<file path="src/rtl/rmii_tx_serializer.sv">
// RMII transmit serializer: MII nibbles in, RMII dibits out, with MII TX clock generation
// and inter-packet gap enforcement/monitoring, all on the 50 MHz reference clock.
//
// state | meaning
// IDLE  | no frame; speed latched continuously; waiting for tx_en at a capture edge
// TX    | frame in progress; dibits of each captured nibble streamed back to back
// IPG   | gap timer running; an early tx_en start is accepted but flagged
module rmii_tx_serializer #(
   parameter int IPG_BITS = 96,
   parameter int CNT_W    = 16
) (
   input  logic             clk,
   input  logic             rst,
   input  logic             speed_100,
   output logic             mac_tx_clk,
   input  logic [3:0]       mac_txd,
   input  logic             mac_tx_en,
   output logic [1:0]       phy_txd,
   output logic             phy_tx_en,
   output logic             ipg_busy,
   output logic             ipg_err,
   output logic [CNT_W-1:0] frame_cnt
);

   localparam int IPG_SLOTS = IPG_BITS / 2;
   localparam int IPG_W     = (IPG_SLOTS > 1) ? $clog2(IPG_SLOTS) : 1;
   localparam logic [IPG_W-1:0] IPG_LOAD = IPG_W'(IPG_SLOTS - 1);
   localparam logic [3:0]       SLOT_100 = 4'd0;
   localparam logic [3:0]       SLOT_10  = 4'd9;

   typedef enum logic [1:0] {
      S_IDLE = 2'd0,
      S_TX   = 2'd1,
      S_IPG  = 2'd2
   } state_t;

   state_t           state_q;
   logic             speed_q;
   logic [3:0]       slot_q;
   logic [3:0]       slot_d;
   logic             mtx_clk_q;
   logic [1:0]       nib_hi_q;
   logic [IPG_W-1:0] ipg_cnt_q;
   logic [1:0]       phy_txd_q;
   logic             phy_tx_en_q;
   logic             ipg_busy_q;
   logic             ipg_err_q;
   logic [CNT_W-1:0] frame_cnt_q;

   logic tick;
   logic cap;
   logic hi_edge;
   logic start;

   // tick marks a slot boundary; the 1->0 edge of mac_tx_clk is the capture point
   always_comb begin
      tick    = (slot_q == 4'd0);
      cap     = tick & mtx_clk_q;
      hi_edge = tick & ~mtx_clk_q;
      start   = cap & mac_tx_en;
      slot_d  = slot_q - 4'd1;
      if (tick) begin
         slot_d = speed_q ? SLOT_100 : SLOT_10;
      end
   end

   always_ff @(posedge clk) begin
      if (rst) begin
         slot_q    <= 4'd0;
         mtx_clk_q <= 1'b0;
      end else begin
         slot_q <= slot_d;
         if (tick) begin
            mtx_clk_q <= ~mtx_clk_q;
         end
      end
   end

   always_ff @(posedge clk) begin
      if (rst) begin
         state_q     <= S_IDLE;
         speed_q     <= 1'b1;
         nib_hi_q    <= 2'b00;
         ipg_cnt_q   <= '0;
         phy_txd_q   <= 2'b00;
         phy_tx_en_q <= 1'b0;
         ipg_busy_q  <= 1'b0;
         ipg_err_q   <= 1'b0;
         frame_cnt_q <= '0;
      end else begin
         ipg_err_q <= 1'b0;
         unique case (state_q)
            S_IDLE: begin
               if (start) begin
                  state_q     <= S_TX;
                  phy_tx_en_q <= 1'b1;
                  phy_txd_q   <= mac_txd[1:0];
                  nib_hi_q    <= mac_txd[3:2];
               end else begin
                  speed_q <= speed_100;
               end
            end
            S_TX: begin
               if (hi_edge) begin
                  phy_txd_q <= nib_hi_q;
               end else if (cap) begin
                  if (mac_tx_en) begin
                     phy_txd_q <= mac_txd[1:0];
                     nib_hi_q  <= mac_txd[3:2];
                  end else begin
                     state_q     <= S_IPG;
                     phy_tx_en_q <= 1'b0;
                     phy_txd_q   <= 2'b00;
                     ipg_busy_q  <= 1'b1;
                     ipg_cnt_q   <= IPG_LOAD;
                     frame_cnt_q <= frame_cnt_q + CNT_W'(1);
                  end
               end
            end
            S_IPG: begin
               if (tick) begin
                  if (ipg_cnt_q == '0) begin
                     // gap fully elapsed: a start on this very edge is legal
                     ipg_busy_q <= 1'b0;
                     if (start) begin
                        state_q     <= S_TX;
                        phy_tx_en_q <= 1'b1;
                        phy_txd_q   <= mac_txd[1:0];
                        nib_hi_q    <= mac_txd[3:2];
                     end else begin
                        state_q <= S_IDLE;
                     end
                  end else if (start) begin
                     ipg_busy_q  <= 1'b0;
                     ipg_err_q   <= 1'b1;
                     state_q     <= S_TX;
                     phy_tx_en_q <= 1'b1;
                     phy_txd_q   <= mac_txd[1:0];
                     nib_hi_q    <= mac_txd[3:2];
                  end else begin
                     ipg_cnt_q <= ipg_cnt_q - IPG_W'(1);
                  end
               end
            end
            default: begin
               state_q <= S_IDLE;
            end
         endcase
      end
   end

   assign mac_tx_clk = mtx_clk_q;
   assign phy_txd    = phy_txd_q;
   assign phy_tx_en  = phy_tx_en_q;
   assign ipg_busy   = ipg_busy_q;
   assign ipg_err    = ipg_err_q;
   assign frame_cnt  = frame_cnt_q;

endmodule

</file>
<file path="config.mk">
export PLATFORM = sky130hd
export DESIGN_NAME = rmii_tx_serializer
export DESIGN_NICKNAME = d
export VERILOG_FILES = /design/src/rtl/rmii_tx_serializer.sv
export SDC_FILE = /design/constraint.sdc
export NUM_CORES = 1
export LEC_CHECK = 0
export ABC_AREA = 1
export CORE_AREA = 5 5 82 84
export CTS_BUF_LIST = sky130_fd_sc_hd__clkbuf_8
export DETAILED_ROUTE_END_ITERATION = 6
export DIE_AREA = 0 0 87 89
export SYNTH_ARGS = -nofsm -noshare
export SYNTH_HDL_FRONTEND = slang
export SYNTH_SLANG_ARGS = --single-unit
</file>
<file path="constraint.sdc">
create_clock -name clk -period 1.7 [get_ports clk]
set_input_delay 0.425 -clock clk [delete_from_list [all_inputs] [get_ports clk]]
set_output_delay 0.425 -clock clk [all_outputs]
set_load 0.05 [all_outputs]
</file>
==> results.sh <==
export IMPL_utilization_pct=47.4
export IMPL_p_clk_share_pct=25.8
export IMPL_gp_congestion=0.833
export IMPL_yosys_warnings=0
export IMPL_cts_htree_levels=2
export IMPL_hold_path_end="ipg_cnt_q[1]$_SDFFE_PP0P_"
export IMPL_grt_setup_unrepaired="yes"
export IMPL_overflow=0
export IMPL_drive_gt1_share_pct=18.8
export IMPL_viasPerCell=4.62
export IMPL_antenna_found_initial=0
export IMPL_slew_violations=0
export IMPL_critPathRequiredTime_ns=1.92
export IMPL_status="completed"
export IMPL_async_reset_ff_share_pct=0
export IMPL_final_area_um2=2770
export IMPL_row_count=28
export IMPL_syn_nets=316
export IMPL_cts_buffers=5
export IMPL_slowest_stage="dfxtp_1"
export IMPL_power_frac_comb_pct=40.7
export IMPL_crit_top_cell="nand2_4"
export IMPL_avgSynthCellArea_um2=6.48
export IMPL_clkSinkCount=37
export IMPL_synth_most_common_cell="nand2_1"
export IMPL_clkLatencyLatePin_ns=0.29
export IMPL_grt_first_pass_wirelength_mm=8.42
export IMPL_setup_viol=0
export IMPL_crit_family="simple AND/OR/NAND/NOR gates"
export IMPL_ys_top_cells_by_area="dfxtp_1, nand2_1, nor2_1"
export IMPL_p_switching_mw=1.38
export IMPL_syn_instance_count=304
export IMPL_wire_per_inst_um=11.3
export IMPL_num_io_pins=30
export IMPL_synth_top_area_share_pct=37.6
export IMPL_syn_to_final_growth_pct=40.7
export IMPL_synth_top_area_cell="dfxtp_1"
export IMPL_path_cells="inv_2, ha_1, inv_1, nor2_1, nand3_1, nand3_2, nand2_4, nand2_4, nand2_1, a21oi_1"
export IMPL_fin_crit_sh_pct=90.6
export IMPL_groute_usage_overall_pct=13.5
export IMPL_sw_frac_of_total_pct=39.0
export IMPL_grt_pass1_vias=1929
export IMPL_r2r_start="ipg_cnt_q[0]$_SDFFE_PP0P_"
export IMPL_cts_root_buf="clkbuf_8"
export IMPL_cap_violations=0
export IMPL_ant_nets=0
export IMPL_nets=362
export IMPL_crit_type="reg -> reg"
export IMPL_vias=1970
export IMPL_worstMarginPinSlew_ns=0.284
export IMPL_cp_end_kind="flop"
export IMPL_port_buffers=29
export IMPL_hpwl_mm=3.57
export IMPL_hold_path_depth=2
export IMPL_first_pass_iters=4
export IMPL_seq_power_share_pct=33.4
export IMPL_drc=0
export IMPL_synth_commonest_cells="nand2_1, nor2_1, dfxtp_1"
export IMPL_worstHoldStart="ipg_cnt_q[1]$_SDFFE_PP0P_"
export IMPL_min_period_ns=1.54
export IMPL_initial_utilization_pct=33.7
export IMPL_postCtsSetupRepairBufs=0
export IMPL_finClkSkew_ns=0.00489
export IMPL_ys_seq_elements=37
export IMPL_synth_area_um2=1970
export IMPL_cts_buffer_depth=2
export IMPL_rr_worst_depth=10
export IMPL_critical_path_reg2reg_endpoint="ipg_cnt_q[3]$_SDFFE_PP0P_"
export IMPL_ctsHoldBuffers=0
export IMPL_cpPeakStageDelay_ns=0.34
export IMPL_leakagePower_nw=1.15
export IMPL_arrival_ns=1.76
export IMPL_slew_headroom_pct=81.0
export IMPL_critPathBufInv=2
export IMPL_cts_tree="done"
export IMPL_ir_drop_mv=0.527
export IMPL_antennaDiodeCount=0
export IMPL_design_core_area_um2=5850
export IMPL_r2r_slack_ns=0.16
export IMPL_placed_area_um2=2600
export IMPL_p_per_area_nw_per_um2=1280
export IMPL_hold_viol=0
export IMPL_path_clk_slew_ns=0.08
export IMPL_n_fill_cell=571
export IMPL_drt_total_wl_mm=4.81
export IMPL_hold_ws_ns=0.483
export IMPL_drt_iter0_drc=61
export IMPL_synthFlopType="dfxtp_1"
export IMPL_intPower_mw=2.16
export IMPL_hold_path_class="reg -> reg"
export IMPL_crit_fanout=8
export IMPL_total_power_mw=3.54
export IMPL_cp_start_kind="flop"
export IMPL_grt_start_max_net_pins=21
export IMPL_die_x_um=87
export IMPL_synth_seq_area_share_pct=37.6
export IMPL_fp_dieH_um=89
export IMPL_ys_types=27
export IMPL_clock_fmax_mhz=649
export IMPL_die_area_um2=7740
export IMPL_synth_edf_count=0
[cell type report]
cell class | count | area [µm²] | share of cell area (%)
Tap cell | 75 | 93.8 | 3.39
Sequential cell | 37 | 742 | 26.8
Clock inverter | 3 | 65.1 | 2.35
Inverter | 35 | 131 | 4.74
Clock buffer | 5 | 68.8 | 2.48
Timing Repair Buffer | 44 | 563 | 20.3
Multi-Input combinational cell | 227 | 1110 | 40.0
[registers in the layout, summed over array words and instances (netlist names), 2 cells and up]
name	flops
ipg_cnt_q	6
phy_txd	2
frame_cnt	16
state_q	2
nib_hi_q	2
slot_q	4
[routing by layer]
metal / GRT usage (%) / wire [µm]
met3: 3.32 / 193
met5: 0 / 0
met1: 17.0 / 2350
met2: 22.8 / 2200
met4: 4.25 / 57
[worst min-delay path, delay by kind of cell (launching register included)]
family	cells	cell delay, ns
DFF	1	0.33
and+or+nand+nor	1	0.06
AOI/OAI and AO/OA	1	0.05
[logic make-up (layout without fill, tap and decap cells)]
kind of cell | Yosys count | count (layout) | share of synthesized area (%)
buf+inv | 40 | 87 | 8.00
simple gates | 187 | 187 | 41.0
compound gates | 30 | 30 | 8.13
flops | 37 | 37 | 37.6
fa+ha+maj | 4 | 4 | 2.54
xor+xnor | 6 | 6 | 2.67
[per-stage QoR]
stage	setup WS, ns	cells	TNS (ns)
3_3_place_gp	-0.202	418	-3.41
5_1_grt	-0.0172	426	-0.0230
6_report	0.160	426	0
2_1_floorplan	0.0227	304	0
4_1_cts	0.0210	426	0
3_5_place_dp	-0.268	418	-4.26
[what timing repair did]
item | 4_1_cts | 5_1_grt
endpoints found under the hold margin | 0 | 0
gates resized for setup | 0 | 12
endpoints found under the setup margin | 0 | 18
[worst max-delay path by stage]
stage                                          from  slack (ns)  cells after the start                    endpoint
after floorplan           frame_cnt[0]$_SDFFE_PP0P_        0.02                      6  frame_cnt[10]$_SDFFE_PP0P_
after global placement                    mac_tx_en       -0.20                      7   ipg_cnt_q[2]$_SDFFE_PP0P_
after detailed placement                  mac_tx_en       -0.27                      7   ipg_cnt_q[4]$_SDFFE_PP0P_
after CTS                 ipg_cnt_q[0]$_SDFFE_PP0P_        0.02                     10   ipg_cnt_q[4]$_SDFFE_PP0P_
after global routing      ipg_cnt_q[0]$_SDFFE_PP0P_       -0.02                     10   ipg_cnt_q[4]$_SDFFE_PP0P_
final                     ipg_cnt_q[0]$_SDFFE_PP0P_        0.16                     10   ipg_cnt_q[3]$_SDFFE_PP0P_
[layout by cell type (no fill, tap or decap), types with 3 or more instances in the layout]
| cell | count |
|---|---|
| a21oi_1 | 17 |
| buf_12 | 17 |
| buf_4 | 20 |
| clkbuf_8 | 5 |
| clkdlybuf4s50_1 | 6 |
| dfxtp_1 | 36 |
| ha_1 | 3 |
| inv_1 | 30 |
| inv_2 | 5 |
| nand2_1 | 87 |
| nand3_1 | 27 |
| nand4_1 | 5 |
| nor2_1 | 48 |
| nor2_2 | 3 |
| nor3_1 | 6 |
| o21ai_0 | 5 |
| xnor2_1 | 4 |
[power by group through the flow]
stage                     clock, mW  sequential [mW]  combinational, mW
after floorplan                   0             1.33              0.859
after global placement            0             1.20               1.37
after detailed placement          0             1.20               1.39
after CTS                     0.943             1.18               1.39
after global routing          0.978             1.21               1.63
final                         0.916             1.19               1.44
No activity file was read; power rests on OpenSTA's default activity.
